[src/rtl/fwd_hazard_unit.sv]
// Operand-forwarding select and load-use stall generator for the EX-stage ALU.
// Shadows the destination/write/load flags of the instructions in EX and MEM.
module fwd_hazard_unit #(
    parameter int REG_ADDR_W = 5,
    parameter int CNT_W      = 16
) (
    input  logic                  clk,
    input  logic                  rst,
    input  logic                  id_valid,
    input  logic [REG_ADDR_W-1:0] id_rs,
    input  logic [REG_ADDR_W-1:0] id_rt,
    input  logic                  id_use_rs,
    input  logic                  id_use_rt,
    input  logic [REG_ADDR_W-1:0] id_dst,
    input  logic                  id_reg_write,
    input  logic                  id_mem_read,
    input  logic                  flush,
    input  logic                  ext_stall,
    output logic [1:0]            fwd_a_sel,
    output logic [1:0]            fwd_b_sel,
    output logic                  stall,
    output logic [CNT_W-1:0]      stall_count
);

    localparam logic [1:0] SEL_RF  = 2'b00;
    localparam logic [1:0] SEL_EX  = 2'b01;
    localparam logic [1:0] SEL_MEM = 2'b10;

    logic                  ex_valid;
    logic [REG_ADDR_W-1:0] ex_dst;
    logic                  ex_wr;
    logic                  ex_ld;
    logic                  mem_valid;
    logic [REG_ADDR_W-1:0] mem_dst;
    logic                  mem_wr;

    logic ex_prod;
    logic mem_prod;
    logic a_ex_hit;
    logic b_ex_hit;
    logic a_mem_hit;
    logic b_mem_hit;
    logic load_ex;
    logic [1:0] sel_a_nxt;
    logic [1:0] sel_b_nxt;

    // A slot can only supply a forward if it will actually write a nonzero register.
    assign ex_prod  = ex_valid & ex_wr & (ex_dst != '0);
    assign mem_prod = mem_valid & mem_wr & (mem_dst != '0);

    assign a_ex_hit  = ex_prod  & id_use_rs & (id_rs == ex_dst);
    assign b_ex_hit  = ex_prod  & id_use_rt & (id_rt == ex_dst);
    assign a_mem_hit = mem_prod & id_use_rs & (id_rs == mem_dst);
    assign b_mem_hit = mem_prod & id_use_rt & (id_rt == mem_dst);

    assign stall = id_valid & ex_valid & ex_ld & (ex_dst != '0) &
                   ((id_use_rs & (id_rs == ex_dst)) | (id_use_rt & (id_rt == ex_dst)));

    assign load_ex = id_valid & ~stall & ~flush;

    always_comb begin
        sel_a_nxt = SEL_RF;
        sel_b_nxt = SEL_RF;
        if (load_ex) begin
            if (a_ex_hit)
                sel_a_nxt = SEL_EX;
            else if (a_mem_hit)
                sel_a_nxt = SEL_MEM;
            if (b_ex_hit)
                sel_b_nxt = SEL_EX;
            else if (b_mem_hit)
                sel_b_nxt = SEL_MEM;
        end
    end

    always_ff @(posedge clk or posedge rst) begin
        if (rst) begin
            ex_valid    <= 1'b0;
            ex_dst      <= '0;
            ex_wr       <= 1'b0;
            ex_ld       <= 1'b0;
            mem_valid   <= 1'b0;
            mem_dst     <= '0;
            mem_wr      <= 1'b0;
            fwd_a_sel   <= SEL_RF;
            fwd_b_sel   <= SEL_RF;
            stall_count <= '0;
        end else if (!ext_stall) begin
            mem_valid <= ex_valid;
            mem_dst   <= ex_dst;
            mem_wr    <= ex_wr;
            if (load_ex) begin
                ex_valid <= 1'b1;
                ex_dst   <= id_dst;
                ex_wr    <= id_reg_write;
                ex_ld    <= id_mem_read;
            end else begin
                ex_valid <= 1'b0;
                ex_dst   <= '0;
                ex_wr    <= 1'b0;
                ex_ld    <= 1'b0;
            end
            fwd_a_sel <= sel_a_nxt;
            fwd_b_sel <= sel_b_nxt;
            if (stall && (stall_count != '1))
                stall_count <= stall_count + 1'b1;
        end
    end

endmodule

[config.mk]
export PLATFORM = sky130hd
export DESIGN_NAME = fwd_hazard_unit
export DESIGN_NICKNAME = d
export VERILOG_FILES = /design/src/rtl/fwd_hazard_unit.sv
export SDC_FILE = /design/constraint.sdc
export NUM_CORES = 1
export LEC_CHECK = 0
export ABC_CLOCK_PERIOD_IN_PS = 2140
export BUFFER_PORTS_ARGS = -buffer_cell sky130_fd_sc_hd__clkbuf_2
export CORE_MARGIN = 1.5
export CORE_UTILIZATION = 47
export DETAILED_ROUTE_END_ITERATION = 7
export PLACE_DENSITY = 0.75
export SLEW_MARGIN = 10
export SYNTH_ARGS = -nofsm -noshare
export SYNTH_HDL_FRONTEND = slang
export SYNTH_SLANG_ARGS = --single-unit
[constraint.sdc]
create_clock -name clk -period 2.14 [get_ports clk]
set_clock_uncertainty 0.2 [all_clocks]
set_input_delay 0.535 -clock clk [delete_from_list [all_inputs] [get_ports clk]]
set_output_delay 0.535 -clock clk [all_outputs]
set_load 0.02 [all_outputs]
; After elaboration in Yosys (flattened, before gate mapping)
; Cells that the tools add are included.
; W data, S select, Z words.
[word_totals]
register_bits = 35
in_bits = 24
output_inout_bits = 21
word_cells = 54
[classes]
n_addsub = 1
n_eq_ne = 5
mux = 10
bitwise_logic = 24
reduce_logical = 4
[ops]
columns = op, n
row1 = $and A1 B1 Y1, 20
row2 = $eq A5 B5 Y1, 4
row3 = $add A16 B1 Y16 const B, 1
row4 = $ne A16 B16 Y1 const B, 1
row5 = $mux W2, 6
row6 = $reduce_bool A5 Y1, 2
row7 = $mux W5, 1
row8 = $mux W1, 3
row9 = $not A1 Y1, 3
row10 = $reduce_and A2 Y1, 1
row11 = $logic_and A1 B1 Y1, 1
row12 = $or A1 B1 Y1, 1

; Logic depth before layout (Yosys ltp)
; Gate-level depths: netlist (run 1).
[logic_depth]
depth_word = 8
mapped_depth = 8
mapped_depth_nobuf = 6

; Worst setup path before layout (run 1)
; No wires, ideal clock.
[synth_timing]
path_type = input to output
startpoint = input port id_rs[0]
endpoint = output port stall
arrival_ps = 1597
required_time_ps = 1405
setup_slack_ps = -192
path_stages = 7
path_buffers = 2
path_cell_list = xnor2_1 -> nand4_1 -> nor3_2 -> o21ai_1 -> buf_2 -> buf_2 -> nor2_1
[synth_between]
elab_chain_len = 4
[synth_rtl]
columns = element, line_no
row1 = from (decl), 10  ; input logic [REG_ADDR_W-1:0] id_rs,
row2 = $eq A5 B5 Y1, 57  ; ((id_use_rs & (id_rs == ex_dst)) | (id_use_rt & (id_rt == ex_dst)));
row3 = $and A1 B1 Y1, 57
row4 = $or A1 B1 Y1, 57
row5 = $and A1 B1 Y1, 56  ; assign stall = id_valid & ex_valid & ex_ld & (ex_dst != '0) &
row6 = to (decl), 21  ; output logic stall,
; Every way passes these cells.

; Worst setup path in the final report (run 1)
[layout_timing]
startpoint = register ex_dst[4]
endpoint = output port stall
[layout_between]
elab_chain_len = 4
elab_cells_between_ends = 8
classes_between = eq/ne: 2 / bitwise: 5 / reduce/logical: 1
[layout_rtl]
columns = element, line_no
row1 = from (decl), 30  ; logic [REG_ADDR_W-1:0] ex_dst;
row2 = from (signal assigned), 94  ; ex_dst <= id_dst;
row3 = $eq A5 B5 Y1, 57
row4 = $and A1 B1 Y1, 57
row5 = $or A1 B1 Y1, 57
row6 = $and A1 B1 Y1 *, 56
; Mark *: on every way between the ends. The rest lies on a longest branch, timed or not.

==> flow_metrics.tcl, run 1 <==
set metrics [dict create \
    status "finished with violations" \
    failed_checks "negative setup slack" \
    clk_pin_slew_ps 70 \
    setup_violations 24 \
    h-tree-depth 2 \
    timing.hold.ws_ps 116.0 \
    dr.pass1.iters 5 \
    ys_seq_elements 35 \
    place_hpwl_um 3113 \
    cts_root_buf "clkbuf_8" \
    multi_input_area_um2 1149 \
    powerDensity_nw_per_um2 540.9 \
    leakagePower_nw 1.538 \
    finalCritPeriodShare 1.127 \
    insertion_delay_ps 290 \
    vdd_drop_max_mv 0.4167 \
    drt_wl_total_um 5622 \
    ys_warn_count 0 \
    path_delay_family "flip-flops" \
    final-seq-area_um2 885.9 \
    finish.net_count 273 \
    overflow 0 \
    syn_area_per_cell_um2 10.92 \
    critical_path_class "flop to output port" \
    r2r-start "ex_dst[4]" \
    start_kind "flop" \
    drc 0 \
    placed_cell_area_um2 2282 \
    insertedDiodeCount 0 \
    instances_no_fill 297 \
    yosysTopAreaCell "dfrtp_1" \
    synthesis.nets 188 \
    die_h_um 64.53 \
    syn_to_final_growth_pct 57.74 \
    coreArea_um2 3661 \
    start_util 0.4860 \
    hold_violations 0 \
    path_cells "buf_6, xor2_2, nor3_4, o21ai_4, nor2_4, buf_8" \
    yosysSeqAreaShare 0.4923 \
    grt_max_degree 36 \
    via_per_inst 5.653 \
    rsz0062_at_grt "true" \
    syn-cell-area_um2 1779 \
    crit_slowest_cell "dfrtp_2" \
    die_area_um2 4163 \
    globalplace.congestion 0.8457 \
    grt_pass1_vias 1650 \
    antenna_found_initial 0 \
    synth.distinct_cells 28 \
    die_x_um 64.53 \
    maxCapViolCount 0 \
    worstHoldPathType "primary input to asynchronous set/reset pin" \
    num_vias 1679 \
    drive_above_1_share 0.5542 \
    grt_pass1_wl_um 7797 \
    cts_tree "done" \
    dp_slack_ps -317.8 \
    ant_nets 0 \
    r2r.worst_path.cells 9 \
    crit_arrival_ps 1680 \
    fin_ws_ps -270.9 \
    reg2reg_slack_ps -200 \
    dpl.cell_count 278 \
    relSlewSlack 0.6229 \
    wl_per_cell_um 18.93 \
    netlist_top_cells_area "dfrtp_1 (49%), xor2_1 (11%), xnor2_1 (5.9%)" \
    worstReg2RegEnd "stall_count[6]" \
    slowest_delay_ps 460 \
    final.min_clock_period_ps 2411 \
    io_pins 45 \
    required_ps 1400 \
    fin_area_um2 2806 \
    grt_use_total 0.2505 \
    path_max_fanout 4 \
    tightestPinTransition_ps 561.4 \
    critPathBufInv 2 \
    cts_inserted_buffers 5 \
    drt-initial-drc-count 181 \
    portBuffers 44 \
    cts.sinks 35 \
    critPathCaptureType "output port" \
    rows 22 \
    fill_cells 219 \
    max_freq_ghz 0.4148 \
    final_max_slew_viol_count 0 \
    synthCells 163 \
    clockBufferDepth 2 \
    yosysTopAreaCellShare 0.4923 \
]
## sequential cells by signal, indices dropped and copies added, names as in the netlist
name	flops
mem_wr	1
fwd_a_sel	2
ex_ld	1
fwd_b_sel	2
stall_count	16
ex_wr	1
mem_valid	1
mem_dst	5
ex_valid	1
ex_dst	5
## cell type report
| cell class | count | area share |
|---|---|---|
| Sequential cell | 35 | 0.3156 |
| Inverter | 5 | 0.006687 |
| Multi-Input combinational cell | 118 | 0.4093 |
| Clock buffer | 6 | 0.02942 |
| Timing Repair Buffer | 83 | 0.2051 |
| Tap cell | 48 | 0.02140 |
| Clock inverter | 2 | 0.01248 |
## what timing repair did
action                                  in CTS  in global routing
pin swaps                                   16                 31
gates resized for setup                     24                 34
setup buffers                                7                  3
endpoints found under the setup margin      16                 27
cloned                                       0                  1
hold buffers                                 0                  0
## cells in the mapped netlist
cell type,n
nor4_1,9
o21ai_1,1
xnor2_1,12
or2_1,1
o21ai_0,2
mux2_1,1
nor3_1,8
o31ai_4,1
nor3_2,2
ha_1,1
clkbuf_1,3
nor2_1,5
a22o_1,6
and3_1,4
nand2_1,13
or3_4,1
nand3_1,6
o311a_1,1
or3_1,3
buf_2,2
nand4_1,6
dfrtp_1,35
a32o_1,3
or2_2,1
and2_1,1
xor2_1,23
mux2_2,7
inv_1,5
## through the flow
| stage | power [W] | util | TNS [ps] |
|---|---|---|---|
| 2_1_floorplan | 0.0007949 | - | -110.9 |
| 3_3_place_gp | 0.0008691 | 0.6234 | -2928 |
| 3_5_place_dp | 0.0008753 | 0.6234 | -4122 |
| 4_1_cts | 0.001493 | 0.7088 | -329.8 |
| 5_1_grt | 0.001578 | 0.7666 | -3871 |
| 6_report | 0.001518 | 0.7666 | -2371 |
## routing by layer
| metal | global-route usage | up-vias | routed length (µm) |
|---|---|---|---|
| met1 | 0.3129 | 860 | 2271 |
| met5 | 0 | - | 0 |
| met3 | 0.06597 | 7 | 255 |
| li1 | - | 752 | - |
| met4 | 0.1011 | 0 | 100 |
| met2 | 0.4141 | 60 | 2995 |
## cells by family (layout without fill, tap and decap cells)
| group | Yosys count | after routing | synth area share |
|---|---|---|---|
| XOR/XNOR | 35 | 35 | 0.1723 |
| multiplexers | 8 | 8 | 0.05063 |
| buffers and inverters | 10 | 96 | 0.02250 |
| adder cells (fa/ha/maj) | 1 | 1 | 0.007031 |
| flip-flops | 35 | 35 | 0.4923 |
| AND/OR/NAND/NOR | 60 | 60 | 0.1829 |
| AO/OA/AOI/OAI | 14 | 14 | 0.07243 |
## how the worst max path moves through the flow
| stage | start | endpoint | slack, ps | depth (start not counted) |
|---|---|---|---|---|
| 6_report | ex_dst[4] | stall | -270 | 6 |
| 5_1_grt | ex_dst[4] | stall | -330 | 7 |
| 4_1_cts | ex_dst[0] | stall | -210 | 6 |
| 3_5_place_dp | id_rs[3] | stall_count[14] | -320 | 8 |
| 3_3_place_gp | id_rs[0] | stall_count[6] | -200 | 8 |
| 2_1_floorplan | id_rs[0] | stall | -60 | 7 |
## cell usage in the layout (no fill, tap or decap), types with 3 or more instances in the layout
cell type and n:
or3_1 3, xnor2_2 3, dfrtp_2 8, inv_1 5, mux2_2 7, nand3_1 5
nor3_4 8, dfrtp_1 27, xnor2_1 9, nand4_1 6, buf_4 33, clkbuf_2 43
clkbuf_8 6, buf_8 3, a32o_1 3, nor4_4 7, xor2_1 22, nand2_1 13
nor2_1 4, a22o_1 6
## tightest hold or removal path, delay by kind of cell
kind | cells | cell delay (ps)
buffers and inverters | 3 | 500
## power breakdown
group | internal [W] | total [W] | leakage [nW] | switching, W
registers | 0.000681 | 0.000709 | 0.457 | 0.0000273
clock network | 0.000377 | 0.000613 | 0.0612 | 0.000236
logic | 0.000102 | 0.000197 | 1.02 | 0.0000949
total | 0.00116 | 0.00152 | 1.54 | 0.000358
(Power assumes the default switching activity.)
==> run 2, diff against run 1 <==
CAP_MARGIN = 20   (was unset)
GPL_TIMING_DRIVEN = 0   (was unset)
==> run 2 against run 1 <==
The flow still finishes with violations (negative setup slack). Worst hold slack better by 26 ps. Sequential cell count is the same. Sequential share of layout area up 2.1 points. Final cell count decreased by 4.0%. Critical endpoint unchanged.
==> flow_metrics.tcl, run 2 (synthesis gave the netlist of run 1 again) <==
set metrics [dict create \
    status "finished with violations" \
    failed_checks "negative setup slack" \
    via_per_inst 5.460 \
    setup_violations 16 \
    insertion_delay_ps 290 \
    rows 22 \
    grtUsageMet2 0.3620 \
    place_hpwl_um 2852 \
    tightestPinTransition_ps 720.0 \
    p_int_w 0.0009862 \
    grt_pass1_vias 1538 \
    cts_tree "done" \
    crit_arrival_ps 1810 \
    cts.sinks 35 \
    finalCritPeriodShare 1.191 \
    start_util 0.4860 \
    vdd_drop_max_mv 0.3807 \
    switchingPower_w 0.0003414 \
    cts_root_buf "clkbuf_8" \
    max_freq_ghz 0.3925 \
    grt.met3_usage 0.05729 \
    grt_pass1_wl_um 7107 \
    drt-initial-drc-count 90 \
    p_sw_frac 0.2571 \
    final_max_slew_viol_count 0 \
    relSlewSlack 0.5193 \
    grt_util_met1 0.2984 \
    mostFrequentLayoutCells "clkbuf_2 (43), dfrtp_1 (25), xor2_1 (22)" \
    start_kind "flop" \
    coreArea_um2 3661 \
    h-tree-depth 2 \
    hold_violations 0 \
    leakagePower_nw 1.434 \
    grt_use_total 0.2262 \
    required_ps 1400 \
    regMostFlops "stall_count" \
    largest_register_ffs 16 \
    critPathCaptureType "output port" \
    portBuffers 44 \
    layout_top_registers "stall_count (16), ex_dst (5), mem_dst (5)" \
    seqPwrFrac 0.533 \
    p_clk_frac 0.351 \
    drc 0 \
    finish.net_count 261 \
    path_max_fanout 4 \
    globalplace.congestion 0.8297 \
    timing.hold.ws_ps 142.0 \
    rsz0062_at_grt "true" \
    antenna_found_initial 0 \
    final.min_clock_period_ps 2548 \
    maxCapViolCount 0 \
    num_vias 1556 \
    powerDensity_nw_per_um2 503.6 \
    drive_above_1_share 0.5190 \
    cts_inserted_buffers 5 \
    tns_ps -937.0 \
    grt.busiest_layer "met2" \
    clockBufferDepth 2 \
    die_x_um 64.53 \
    comb_power_share 0.116 \
    io_pins 45 \
    overflow 0 \
    worstHoldPathType "primary input to asynchronous set/reset pin" \
    dr.pass1.iters 4 \
    syn_to_final_growth_pct 48.17 \
    die_h_um 64.53 \
    cts_hold_buf 0 \
    fin_ws_ps -408.0 \
    grt_max_degree 36 \
    die_area_um2 4163 \
    critical_path_class "flop to output port" \
    ant_nets 0 \
    wl_per_cell_um 16.99 \
    final_common_cell "clkbuf_2" \
    clk_pin_slew_ps 70 \
    drt_wl_total_um 4841 \
    insertedDiodeCount 0 \
]
[run 2: cell count changes in the layout (fill, tap and decap cells not counted), sizes merged]
cell / delta
buf: -14
bufinv: -1
clkbuf: +3
[run 2: final timing paths]
path | startpoint | slack, ps | endpoint | cells past startpoint
worst max-delay path | ex_dst[4] | -410 | stall | 8
worst min-delay path | rst | 140 | stall_count[3] | 2
worst max register to register | ex_dst[4] | -130 | stall_count[6] | 9
worst min register to register | stall_count[13] | 280 | stall_count[13] | 1
max in group asynchronous | rst | 1090 | ex_dst[4] | 2
min in group clk | id_dst[4] | 260 | ex_dst[4] | 2
[run 2: layer usage]
metal | part of all wire | vias to the layer above | routed length [µm]
li1 | - | 725 | -
met1 | 0.42 | 776 | 2051
met2 | 0.51 | 43 | 2450
met3 | 0.050 | 12 | 240
met4 | 0.020 | 0 | 99
met5 | 0 | - | 0
[run 2: timing repair]
action / 4_1_cts / 5_1_grt
resized for setup: 27 / 28
pin swaps: 17 / 32
setup buffers: 18 / 5
gates cloned: 0 / 1
setup endpoints to repair: 17 / 29
[run 2: metrics by stage]
stage	util	setup WS (ps)	total power [W]	cells	area (µm²)
final	0.7201	-408.0	0.001328	285	2636
after global routing	0.7201	-508.0	0.001382	285	2636
after CTS	0.6644	-459.3	0.001314	280	2432
after detailed placement	0.5718	-496.2	0.0008455	255	2093
after global placement	0.5718	-506.2	0.0008415	255	2093
after floorplan	-	-60.75	0.0007949	163	1813
[run 2: worst max-delay path, cell delays in order (launching register included)]
cell and delay [ps]:
dfrtp_2 450, buf_6 130, xor2_2 140, nor3_2 240, o21ai_2 110, buf_6 130
buf_8 110, nor2_4 90, buf_8 120
[run 2: cell type report]
cell class              instances  area [µm²]
plain buffers                   4       33.78
clock buffers                   7       76.32
clock inverters                 1       5.005
fillers                       236        1025
inverters                       5       18.77
multi-input cells             118        1119
flip-flops and latches         35       888.4
well taps                      48       60.06
repair buffers                 67       435.4
[run 2: power groups by stage]
stage	registers, W	clock network (W)	logic [W]
after detailed placement	0.000719	0	0.000127
after global placement	0.000718	0	0.000123
after global routing	0.000710	0.000503	0.000169
after CTS	0.000705	0.000464	0.000146
final	0.000708	0.000466	0.000154
after floorplan	0.000712	0	0.0000833
